===== src/rtl/multicycle_ctrl.sv =====
// Multi-cycle RV32I sequencer sharing one memory port and one ALU.
// Steps FETCH/DECODE/EXEC/MEM/WB, stops on HALT or unknown opcodes.
module multicycle_ctrl #(
  parameter int CNT_W = 32
) (
  input  logic             clk,
  input  logic             reset,
  input  logic [6:0]       Opcode,
  input  logic             branch_taken,
  input  logic             mem_ready,
  output logic             mem_req,
  output logic             mem_we,
  output logic             iord,
  output logic             ir_write,
  output logic             pc_write,
  output logic [1:0]       pc_src,
  output logic             reg_write,
  output logic [1:0]       wb_sel,
  output logic             alu_src,
  output logic [1:0]       alu_op,
  output logic             halted,
  output logic             illegal,
  output logic [CNT_W-1:0] instr_count
);

  localparam logic [6:0] OP_R    = 7'b0110011;
  localparam logic [6:0] OP_I    = 7'b0010011;
  localparam logic [6:0] OP_LW   = 7'b0000011;
  localparam logic [6:0] OP_SW   = 7'b0100011;
  localparam logic [6:0] OP_BR   = 7'b1100011;
  localparam logic [6:0] OP_LUI  = 7'b0110111;
  localparam logic [6:0] OP_JAL  = 7'b1101111;
  localparam logic [6:0] OP_JALR = 7'b1100111;
  localparam logic [6:0] OP_HALT = 7'b1111111;

  typedef enum logic [2:0] {
    S_FETCH, S_DECODE, S_EXEC, S_MEM, S_WB, S_HALTED
  } state_t;

  state_t           r_state;
  logic [6:0]       r_op;
  logic             r_illegal;
  logic [CNT_W-1:0] r_count;

  logic       w_mem_req;
  logic       w_mem_we;
  logic       w_iord;
  logic       w_ir_write;
  logic       w_pc_write;
  logic [1:0] w_pc_src;
  logic       w_reg_write;
  logic [1:0] w_wb_sel;
  logic       w_alu_src;
  logic [1:0] w_alu_op;
  logic       w_legal;

  always_comb begin
    w_legal = 1'b0;
    case (Opcode)
      OP_R, OP_I, OP_LW, OP_SW, OP_BR,
      OP_LUI, OP_JAL, OP_JALR: w_legal = 1'b1;
      default:                 w_legal = 1'b0;
    endcase
  end

  always_comb begin
    w_mem_req   = 1'b0;
    w_mem_we    = 1'b0;
    w_iord      = 1'b0;
    w_ir_write  = 1'b0;
    w_pc_write  = 1'b0;
    w_pc_src    = 2'b00;
    w_reg_write = 1'b0;
    w_wb_sel    = 2'b00;
    w_alu_src   = 1'b0;
    w_alu_op    = 2'b00;
    unique case (r_state)
      S_FETCH: begin
        w_mem_req  = 1'b1;
        w_ir_write = mem_ready;
      end
      S_EXEC: begin
        case (r_op)
          OP_R: w_alu_op = 2'b10;
          OP_I: begin
            w_alu_src = 1'b1;
            w_alu_op  = 2'b10;
          end
          OP_LW, OP_SW, OP_JALR: w_alu_src = 1'b1;
          OP_BR: begin
            w_alu_op   = 2'b01;
            w_pc_write = 1'b1;
            w_pc_src   = {1'b0, branch_taken};
          end
          default: ;
        endcase
      end
      S_MEM: begin
        w_mem_req  = 1'b1;
        w_iord     = 1'b1;
        w_mem_we   = (r_op == OP_SW);
        w_pc_write = (r_op == OP_SW) && mem_ready;
      end
      S_WB: begin
        w_reg_write = 1'b1;
        w_pc_write  = 1'b1;
        case (r_op)
          OP_LW:           w_wb_sel = 2'b01;
          OP_JAL, OP_JALR: w_wb_sel = 2'b10;
          OP_LUI:          w_wb_sel = 2'b11;
          default:         w_wb_sel = 2'b00;
        endcase
        case (r_op)
          OP_JAL:  w_pc_src = 2'b01;
          OP_JALR: w_pc_src = 2'b10;
          default: w_pc_src = 2'b00;
        endcase
      end
      default: ;
    endcase
  end

  // pc_write marks retirement: it fires exactly once per completed instruction
  always_ff @(posedge clk) begin
    if (reset) begin
      r_state   <= S_FETCH;
      r_op      <= 7'd0;
      r_illegal <= 1'b0;
      r_count   <= '0;
    end else begin
      if (w_pc_write) r_count <= r_count + CNT_W'(1);
      unique case (r_state)
        S_FETCH:
          if (mem_ready) r_state <= S_DECODE;
        S_DECODE: begin
          r_op <= Opcode;
          if (Opcode == OP_HALT) begin
            r_state <= S_HALTED;
          end else if (!w_legal) begin
            r_state   <= S_HALTED;
            r_illegal <= 1'b1;
          end else begin
            r_state <= S_EXEC;
          end
        end
        S_EXEC: begin
          case (r_op)
            OP_BR:        r_state <= S_FETCH;
            OP_LW, OP_SW: r_state <= S_MEM;
            default:      r_state <= S_WB;
          endcase
        end
        S_MEM:
          if (mem_ready)
            r_state <= (r_op == OP_SW) ? S_FETCH : S_WB;
        S_WB:     r_state <= S_FETCH;
        S_HALTED: r_state <= S_HALTED;
        default:  r_state <= S_FETCH;
      endcase
    end
  end

  assign mem_req     = w_mem_req & ~reset;
  assign mem_we      = w_mem_we & ~reset;
  assign iord        = w_iord & ~reset;
  assign ir_write    = w_ir_write & ~reset;
  assign pc_write    = w_pc_write & ~reset;
  assign pc_src      = reset ? 2'b00 : w_pc_src;
  assign reg_write   = w_reg_write & ~reset;
  assign wb_sel      = reset ? 2'b00 : w_wb_sel;
  assign alu_src     = w_alu_src & ~reset;
  assign alu_op      = reset ? 2'b00 : w_alu_op;
  assign halted      = (r_state == S_HALTED) & ~reset;
  assign illegal     = r_illegal & ~reset;
  assign instr_count = reset ? '0 : r_count;

endmodule


===== config.mk =====
export PLATFORM = sky130hd
export DESIGN_NAME = multicycle_ctrl
export DESIGN_NICKNAME = d
export VERILOG_FILES = /design/src/rtl/multicycle_ctrl.sv
export SDC_FILE = /design/constraint.sdc
export NUM_CORES = 1
export LEC_CHECK = 0
export CORE_AREA = 2 2 65 80
export DETAILED_ROUTE_END_ITERATION = 16
export DIE_AREA = 0 0 67 82
export GPL_TIMING_DRIVEN = 0
export PLACE_DENSITY = 0.84
export SLEW_MARGIN = 20
export SYNTH_ARGS = -nofsm -noshare
export SYNTH_HDL_FRONTEND = slang
export SYNTH_SLANG_ARGS = --single-unit

===== constraint.sdc =====
create_clock -name clk -period 4.12 [get_ports clk]
set_input_delay 0.618 -clock clk [delete_from_list [all_inputs] [get_ports clk]]
set_output_delay 0.618 -clock clk [all_outputs]
set_load 0.01 [all_outputs]

* Word level (Yosys, flattened, before mapping)
Index checks and enable logic that the tools add are counted.
** Storage, ports and cells
- Bits in registers :: 43
- Input bits :: 11
- Output and inout port bits :: 47
- Word-level logic and storage cells :: 79
** Cells by class
- Add/sub/neg operators :: 1
- Equality and inequality tests :: 24
- Muxes and demuxes :: 28
- Bitwise gates (word level) :: 12
- Reductions and logical operators :: 10
** Operator list (count)
- $eq A7 B7 Y1 const B :: 7
- $eq A7 B6 Y1 const B :: 6
- $add A32 B1 Y32 const B :: 1
- $mux W32 :: 1
- $mux W3 :: 5
- $pmux W3 S5 :: 1
- $eq A7 B2 Y1 const B :: 2
- $eq A7 B5 Y1 const B :: 2
- $pmux W2 S2 :: 3
- $mux W1 :: 10
- $mux W2 :: 5
- $and A1 B1 Y1 :: 9
- $reduce_or A2 Y1 :: 4
- $reduce_or A8 Y1 :: 1
- $eq A3 B2 Y1 const B :: 2
- $eq A3 B3 Y1 const B :: 2
- $pmux W2 S3 :: 1
- $pmux W3 S2 :: 1
- $ne A2 B2 Y1 const B :: 2
- $reduce_or A4 Y1 :: 1
- $eq A3 B1 Y1 const B :: 1
- $logic_not A3 Y1 :: 1
- $not A1 Y1 :: 3
- $pmux W1 S3 :: 1
- 3 further kinds :: 3

* Logic depth before layout (Yosys ltp)
Gate-level depths: netlist of the first run.
- Word-level depth :: 6
- Mapped depth :: 7
- Depth with buffers taken out :: 6

* Worst setup path before layout of the first run
OpenSTA, ideal clock, no wires.
- Path type :: register to output
- Start :: reg r_op[2]
- End :: out pc_write
- Arrival time :: 1764 ps
- Data required time :: 3502 ps
- Setup slack :: 1738 ps
- Stages on the path, launching flop included :: 7
- Path buffers :: 2
- Path through :: dfxtp_1 -> buf_6 -> or4b_4 -> a2111oi_4 -> nor2_1 -> clkbuf_1 -> nor2_1
** Between the ends
- Word-level cells in the longest chain between the ends :: 4
- Elaborated cells between the ends (all ways) :: 6
- Classes of those cells :: eq/ne (2); mux (2); bitwise (1); reduce/logical (1)
** RTL lines
- from (decl) :: RTL line 41 : logic [6:0] r_op;
- from (signal assigned) :: RTL line 136 : r_op <= Opcode;
- $eq A7 B7 Y1 or $eq A7 B6 Y1 (tied branches) :: RTL line 83, 102
- $mux W1 or $logic_and A1 B1 Y1 (tied branches) :: RTL line 83, 102
- $pmux W1 S3 * :: RTL line 77 : unique case (r_state)
- $and A1 B1 Y1 * :: RTL line 167 : assign pc_write = w_pc_write & ~reset;
- to (decl) :: RTL line 15 : output logic pc_write,
Mark *: on every way between the ends. The rest lies on a longest branch, timed or not.

* Final worst setup path of the first run
- Start :: in reset
- End :: out instr_count[30]
** Between the ends
- Word-level cells in the longest chain between the ends :: 1
** RTL lines
- from (decl) :: RTL line 7 : input logic reset,
- $mux W32 :: RTL line 175 : assign instr_count = reset ? '0 : r_count;
- to (decl) :: RTL line 23 : output logic [CNT_W-1:0] instr_count
No other way between the ends.

==> metrics.txt, run 1 <==
hold depth 2; Core ar. 4760 µm²; synth warn 0; mean routed wirelength per cell 14.1 µm; Critical Path AT 3.20 ns; CTS Hold Bufs 0; dominant cells by area after synthesis dfxtp_1 (35%), nor2b_1 (8.0%), nor2_1 (6.6%), xor2_1 (4.6%), nand2_1 (4.1%); Post-synth EDFFs 0; Core Rows 28; status completed; FF-to-FF Start r_op[3]$_SDFFE_PP0N_; CP Max Fanout 10; Top FF cell, synth dfxtp_1; Worst setup EP type primary output; PwrDens 255 nW/µm²; CTS tree done; most common cell after layout, fill and taps aside clkdlybuf4s50_1; initial core utilization 0.522; Final Cycle Share 0.926; vias per cell 5.88; FMAX 0.262 GHz; GRT overflow 0; maximum VDD drop 0.000172 V; worst skew pair latency 0.30 ns; total power 0.822 mW; Post-route DRC 0; vias in the first global route 2430; DIE AREA 5490 µm²; RR Endpoint r_count[31]$_SDFFE_PP0P_; slew of the pin with the lowest slew margin 0.902 ns; Hold EP r_illegal$_SDFFE_PP0P_; via count 2650; placer's final routability congestion estimate 0.865; Max Used Layer met4; hold crit path type flip-flop to flip-flop; post-synthesis register bit count 43; layout cells sized above 1 0.0563; Avg Cell Area, Syn 7.63 µm²; Gate Count Post-Synth 326; clock-pin slew on the worst setup and hold paths 0.09 ns; root buf cell clkbuf_8; met2 WL post-DR 3250 µm; largest net degree at the start of global routing 16; Final setup viols 0; Diodes inserted 0; asr flop ratio synth 0; CP required 3.50 ns; Max-cap violations 0; Post-Route M1 WL 2580 µm; PortBufs 57; leading cell types in the layout, fill and taps excluded clkdlybuf4s50_1 (57), nor2_1 (44), dfxtp_1 (43), nor2b_1 (32), nand2_1 (27); initial antenna violation count 0; Area Growth Syn to Fin 29.7%; post-CTS setup buffers 0; Final nets 402; worst clock skew 0.00866 ns; reg2reg path depth 6; Chip Width 67 µm; min-delay src r_illegal$_SDFFE_PP0P_; Final Hold Viols 0; Final ANT Viol Nets 0; clock buffer depth 2; net count after synthesis 338; Slew Limit Fails 0; post-CTS sizing 0; Seq/Total Area, Yosys 0.346; CP Launch Type primary input; detailed placer's ending HPWL 4700 µm; Total Wirelength 6360 µm; GRT Total Usage 0.235; Mapped Area 2490 µm²; # H-tree levels 2; Setup TNS Final 0 ns; Initial DRT Pass Iterations 5; cts bufs inserted 5; DR iter-0 viols 183; max_slew headroom 0.391; routed wl met3 437 µm; post-synth cell types 45; unrepaired setup endpoints after global routing no; Period minus WS final 3.81 ns; cell taking the most area after synthesis dfxtp_1; Leak 1.06 nW; Synth top area share 0.346; I/O pin count 58; first-pass GRT wire length 10100 µm; WS Path Type primary input to primary output; clock sinks 43; reg-to-reg slack, setup 1.44 ns; die span in y 82 µm
## sequential cells by signal, summed over array words and instances, names as in the netlist
signal and flops:
r_count 32, r_op 7, r_state 3, r_illegal 1
## routing by layer
| layer | GRT usage | up-vias |
|---|---|---|
| li1 | - | 1276 |
| met1 | 0.255 | 1240 |
| met2 | 0.424 | 117 |
| met3 | 0.0452 | 17 |
| met4 | 0.129 | 0 |
| met5 | 0 | - |
## kinds of logic after synthesis
family	share of synthesized area
buffers and inverters	0.0433
muxes	0.0226
adders and majority gates	0.00503
AOI/OAI and AO/OA	0.158
and+or+nand+nor	0.372
DFF	0.346
xor gates and xnor gates	0.0528
## power by group
part	internal (mW)	total, mW	switching, mW
Clock	0.121	0.277	0.155
Sequential	0.426	0.435	0.00929
Combinational	0.0443	0.110	0.0659
## final cells by class
| type | instances | area [µm²] |
|---|---|---|
| Sequential cell | 43 | 861 |
| Tap cell | 60 | 75.1 |
| Timing Repair Buffer | 57 | 571 |
| Multi-Input combinational cell | 257 | 1520 |
| Clock inverter | 3 | 23.8 |
| Buffer | 19 | 81.3 |
| Clock buffer | 5 | 68.8 |
| Inverter | 7 | 26.3 |
| Fill cell | 444 | 1540 |
## critical path: stages
cell and delay (ns):
clkdlybuf4s50_1 0.60, clkbuf_1 0.43, buf_1 0.45, clkbuf_1 0.47
nor2_1 0.12, clkdlybuf4s50_1 0.50
## synthesized netlist by cell type, drive strengths merged, types with 2 or more instances
cell	instances
nand2	27
and3	7
buf	3
o21a	2
nor2	44
nand3b	2
mux2	5
a21oi	19
xnor2	2
nor4	4
xor2	13
nand3	16
inv	7
nor3	11
nor4b	2
clkbuf	16
o2111ai	8
o211ai	3
nor2b	32
a31oi	2
and2	3
a2111oi	2
or4	2
o21ai	17
or3	10
nand4	6
dfxtp	43
nand2b	6
## worst max-delay path by stage
stage / endpoint / cells after the start / slack (ns) / from
4_1_cts: instr_count[30] / 6 / 0.33 / reset
2_1_floorplan: pc_write / 6 / 1.74 / r_op[2]$_SDFFE_PP0N_
5_1_grt: instr_count[30] / 6 / 0.15 / reset
3_5_place_dp: instr_count[30] / 6 / 0.34 / reset
6_report: instr_count[30] / 6 / 0.31 / reset
3_3_place_gp: instr_count[30] / 6 / 0.34 / reset
## through the flow
step	cell area [µm²]	std cells	worst slack (ns)	utilization	hold WS, ns
2_1_floorplan	2490	326	1.74	-	0.429
3_3_place_gp	3130	443	0.345	0.658	0.439
3_5_place_dp	3130	443	0.343	0.658	0.450
4_1_cts	3230	451	0.331	0.677	0.469
5_1_grt	3230	451	0.149	0.677	0.508
6_report	3230	451	0.306	0.677	0.465
No activity file was read; power rests on OpenSTA's default activity.
==> inputs of run 2 (changes only) <==
Settings changed: ABC_AREA set to 1, CORE_AREA 2 2 65 80 to 2 2 78 95, DIE_AREA 0 0 67 82 to 0 0 80 97, PLACE_DENSITY 0.84 to 0.69.
==> metrics.txt, run 2 <==
status completed; worst skew pair latency 0.30 ns (about the same); Post-synth EDFFs 0 (unchanged); worst clock skew 0.00674 ns (-0.00192 ns); Post-Layout Cell Count 674 (+49%); Diodes inserted 0 (unchanged); Final ANT Viol Nets 0 (unchanged); Mapped Area 2990 µm² (+20%); placed inst area 3660 µm² (+17%); most common cell after layout, fill and taps aside nand2_1; post-CTS sizing 0 (unchanged); post-synth cell types 31 (-31%); Synth top area share 0.288 (-0.0582); Int Pwr 0.596 mW (+0.71%); CP required 3.50 ns (about the same); dominant cells by area after synthesis dfxtp_1 (29%), nand2_1 (18%), nor2_1 (15%), inv_1 (7.7%), a21oi_1 (5.2%); most frequent cell after synthesis nand2_1; Comb pwr share 0.157 (+0.023); vias per cell 4.98 (-15%); hold crit path type flip-flop to flip-flop; Reg with most FFs r_count; maximum VDD drop 0.000139 V (-19%); Total Wirelength 8930 µm (+40%); Critical Path AT 2.51 ns (-0.69 ns); clock buffer depth 2 (unchanged); layout cells sized above 1 0.0545 (-0.00175); Period minus WS final 3.12 ns (-0.690 ns); DR iter-0 viols 156 (-15%); Max-cap violations 0 (unchanged); cell taking the most area after synthesis dfxtp_1; asr flop ratio synth 0 (unchanged); max_slew headroom 0.559 (+0.168); CTS tree done; GRT overflow 0 (unchanged); Sw Ratio 0.307 (+0.0262); PwrDens 229 nW/µm² (-10%); CP Launch Type primary input; DIE AREA 7760 µm² (+41%); post-CTS setup buffers 0 (unchanged); Fillers 740 (+67%); Final Hold Viols 0 (unchanged); initial antenna violation count 0 (unchanged); Final Cycle Share 0.758 (-0.167); Seq/Total Area, Yosys 0.288 (-0.0582); design area 3740 µm² (+16%); Slowest-stage cell, CP clkdlybuf4s50_1; Top FF cell, synth dfxtp_1; Core Rows 33 (+18%); Core ar. 6770 µm² (+42%); Gate Count Post-Synth 523 (+60%); Post-route DRC 0 (unchanged); crit-path max cell delay 0.52 ns (-0.08 ns); Worst setup EP type primary output; first-pass GRT wire length 14900 µm (+47%); slew of the pin with the lowest slew margin 0.662 ns (-0.240 ns); largest net degree at the start of global routing 14 (-2); placed insts 666 (+50%); Leak 1.35 nW (+28%); Initial DRT Pass Iterations 5 (unchanged); clock sinks 43 (unchanged); Final WS setup 0.996 ns (+0.690 ns); Area Growth Syn to Fin 25.2%; via count 3359 (+27%); Psw 0.264 mW (+14%); vias in the first global route 3277 (+35%); detailed placer's ending HPWL 7050 µm (+50%); biggest regs r_count x32, r_op x7, r_state x3; die span in y 97 µm (+18%); Seq pwr share 0.517 (-0.013); Setup TNS Final 0 ns (unchanged); GRT Total Usage 0.241 (+0.00536); placer's final routability congestion estimate 0.958 (+11%); synth warn 0 (unchanged); Chip Width 80 µm (+19%); # H-tree levels 2 (unchanged); unrepaired setup endpoints after global routing no; Final nets 598 (+49%); Final setup viols 0 (unchanged); Worst Hold Margin 0.471 ns (+0.00574 ns); root buf cell clkbuf_8; leading cell types in the layout, fill and taps excluded nand2_1 (143), nor2_1 (122), inv_1 (61), clkdlybuf4s50_1 (56), dfxtp_1 (43); Slew Limit Fails 0 (unchanged); Avg Cell Area, Syn 5.72 µm² (-25%); FMAX 0.320 GHz (+22%); most frequent cells after synthesis nand2_1 (143), nor2_1 (122), inv_1 (61); initial core utilization 0.442 (-0.0804); max reg flops 32 (unchanged); WS Path Type primary input to primary output; crit-path cells clkdlybuf4s50_1 > inv_1 > nor2_2 > nand2_4 > nand3_2 > buf_6 > buf_6 > nand2_1 > inv_1 > clkdlybuf4s50_1; CP Max Fanout 10 (unchanged); post-synthesis register bit count 43 (unchanged); PortBufs 56 (-1.8%); CTS Hold Bufs 0 (unchanged); DP Worst Slack 0.998 ns (+0.655 ns); clock-pin slew on the worst setup and hold paths 0.09 ns (about the same); clock power share 0.326 (-0.010); mean routed wirelength per cell 13.2 µm (-6.0%); cts bufs inserted 5 (unchanged); I/O pin count 58 (unchanged); net count after synthesis 535 (+58%)
## run 2: cell types whose count changed after synthesis, sizes merged, moves of 7 or more
cell     change
a21oi       +14
and3         -7
inv         +58
nand2      +118
nand3       +17
nand4       +17
nor2        +86
nor2b       -32
o2111ai      -8
or3         -10
xor2         -7
## run 2: final timing paths
check / startpoint / end / slack, ns / depth (start not counted)
worst max-delay path: mem_ready / pc_write / 1.0 / 10
worst min-delay path: r_illegal$_SDFFE_PP0P_ / r_illegal$_SDFFE_PP0P_ / 0.47 / 2
worst max register to register: r_count[0]$_SDFFE_PP0P_ / r_count[20]$_SDFFE_PP0P_ / 2.36 / 11
worst min register to register: r_illegal$_SDFFE_PP0P_ / r_illegal$_SDFFE_PP0P_ / 0.47 / 2
## run 2: per-layer routing
metal | GRT usage | vias up | share of wire
met4 | 0.0978 | 0 | 0.034
li1 | - | 1775 | -
met5 | 0 | - | 0
met3 | 0.0336 | 24 | 0.029
met1 | 0.277 | 1486 | 0.43
met2 | 0.434 | 74 | 0.50
## run 2: metrics by stage
step	utilization	power, mW
after floorplan	-	0.538
after global placement	0.540	0.585
after detailed placement	0.540	0.588
after CTS	0.553	0.861
after global routing	0.553	0.894
final	0.553	0.859
## run 2: critical path, delay by kind of cell
family	cells	cell delay (ns)
buf+inv	6	1.48
simple gates	4	0.40
## run 2: power groups by stage
| stage | sequential (mW) | clock [mW] | combinational, mW |
|---|---|---|---|
| after detailed placement | 0.453 | 0 | 0.134 |
| after global placement | 0.453 | 0 | 0.132 |
| after CTS | 0.444 | 0.282 | 0.135 |
| final | 0.444 | 0.280 | 0.135 |
| after global routing | 0.446 | 0.297 | 0.150 |
| after floorplan | 0.451 | 0 | 0.0873 |
## run 2: kinds of logic after synthesis
logic type,after synthesis,share of synthesized area
AOI/OAI and AO/OA,52,0.0941
xor gates and xnor gates,6,0.0176
adders and majority gates,1,0.00418
buffers and inverters,83,0.115
DFF,43,0.288
and+or+nand+nor,338,0.481
## run 2: area by class of cell
cell class	count	area (µm²)	share of cell area
buffer	18	101	0.0271
clock buffer	6	72.6	0.0194
clock inverter	2	12.5	0.00334
inverter	65	244	0.0652
multi-input combinational	397	1780	0.476
sequential	43	861	0.230
tap	87	109	0.0291
timing repair buffer	56	561	0.150
==> inputs of run 3 (changes only) <==
Clock period 4.12 ns to 3.2 ns, I/O delays scaled along.
==> results of run 3 <==
Same layout as run 2 (identical final DEF). Status: completed.
Among the figures that moved: setup slack after placement 0.998 ns -> 0.354 ns; setup slack after layout 0.996 ns -> 0.336 ns; start point of the critical path mem_ready -> r_op[5]$_SDFFE_PP0N_; register-to-register setup slack 2.36 ns -> 1.44 ns; total power 0.859 mW -> 1.11 mW; worst IR drop on VDD 0.000139 V -> 0.000179 V
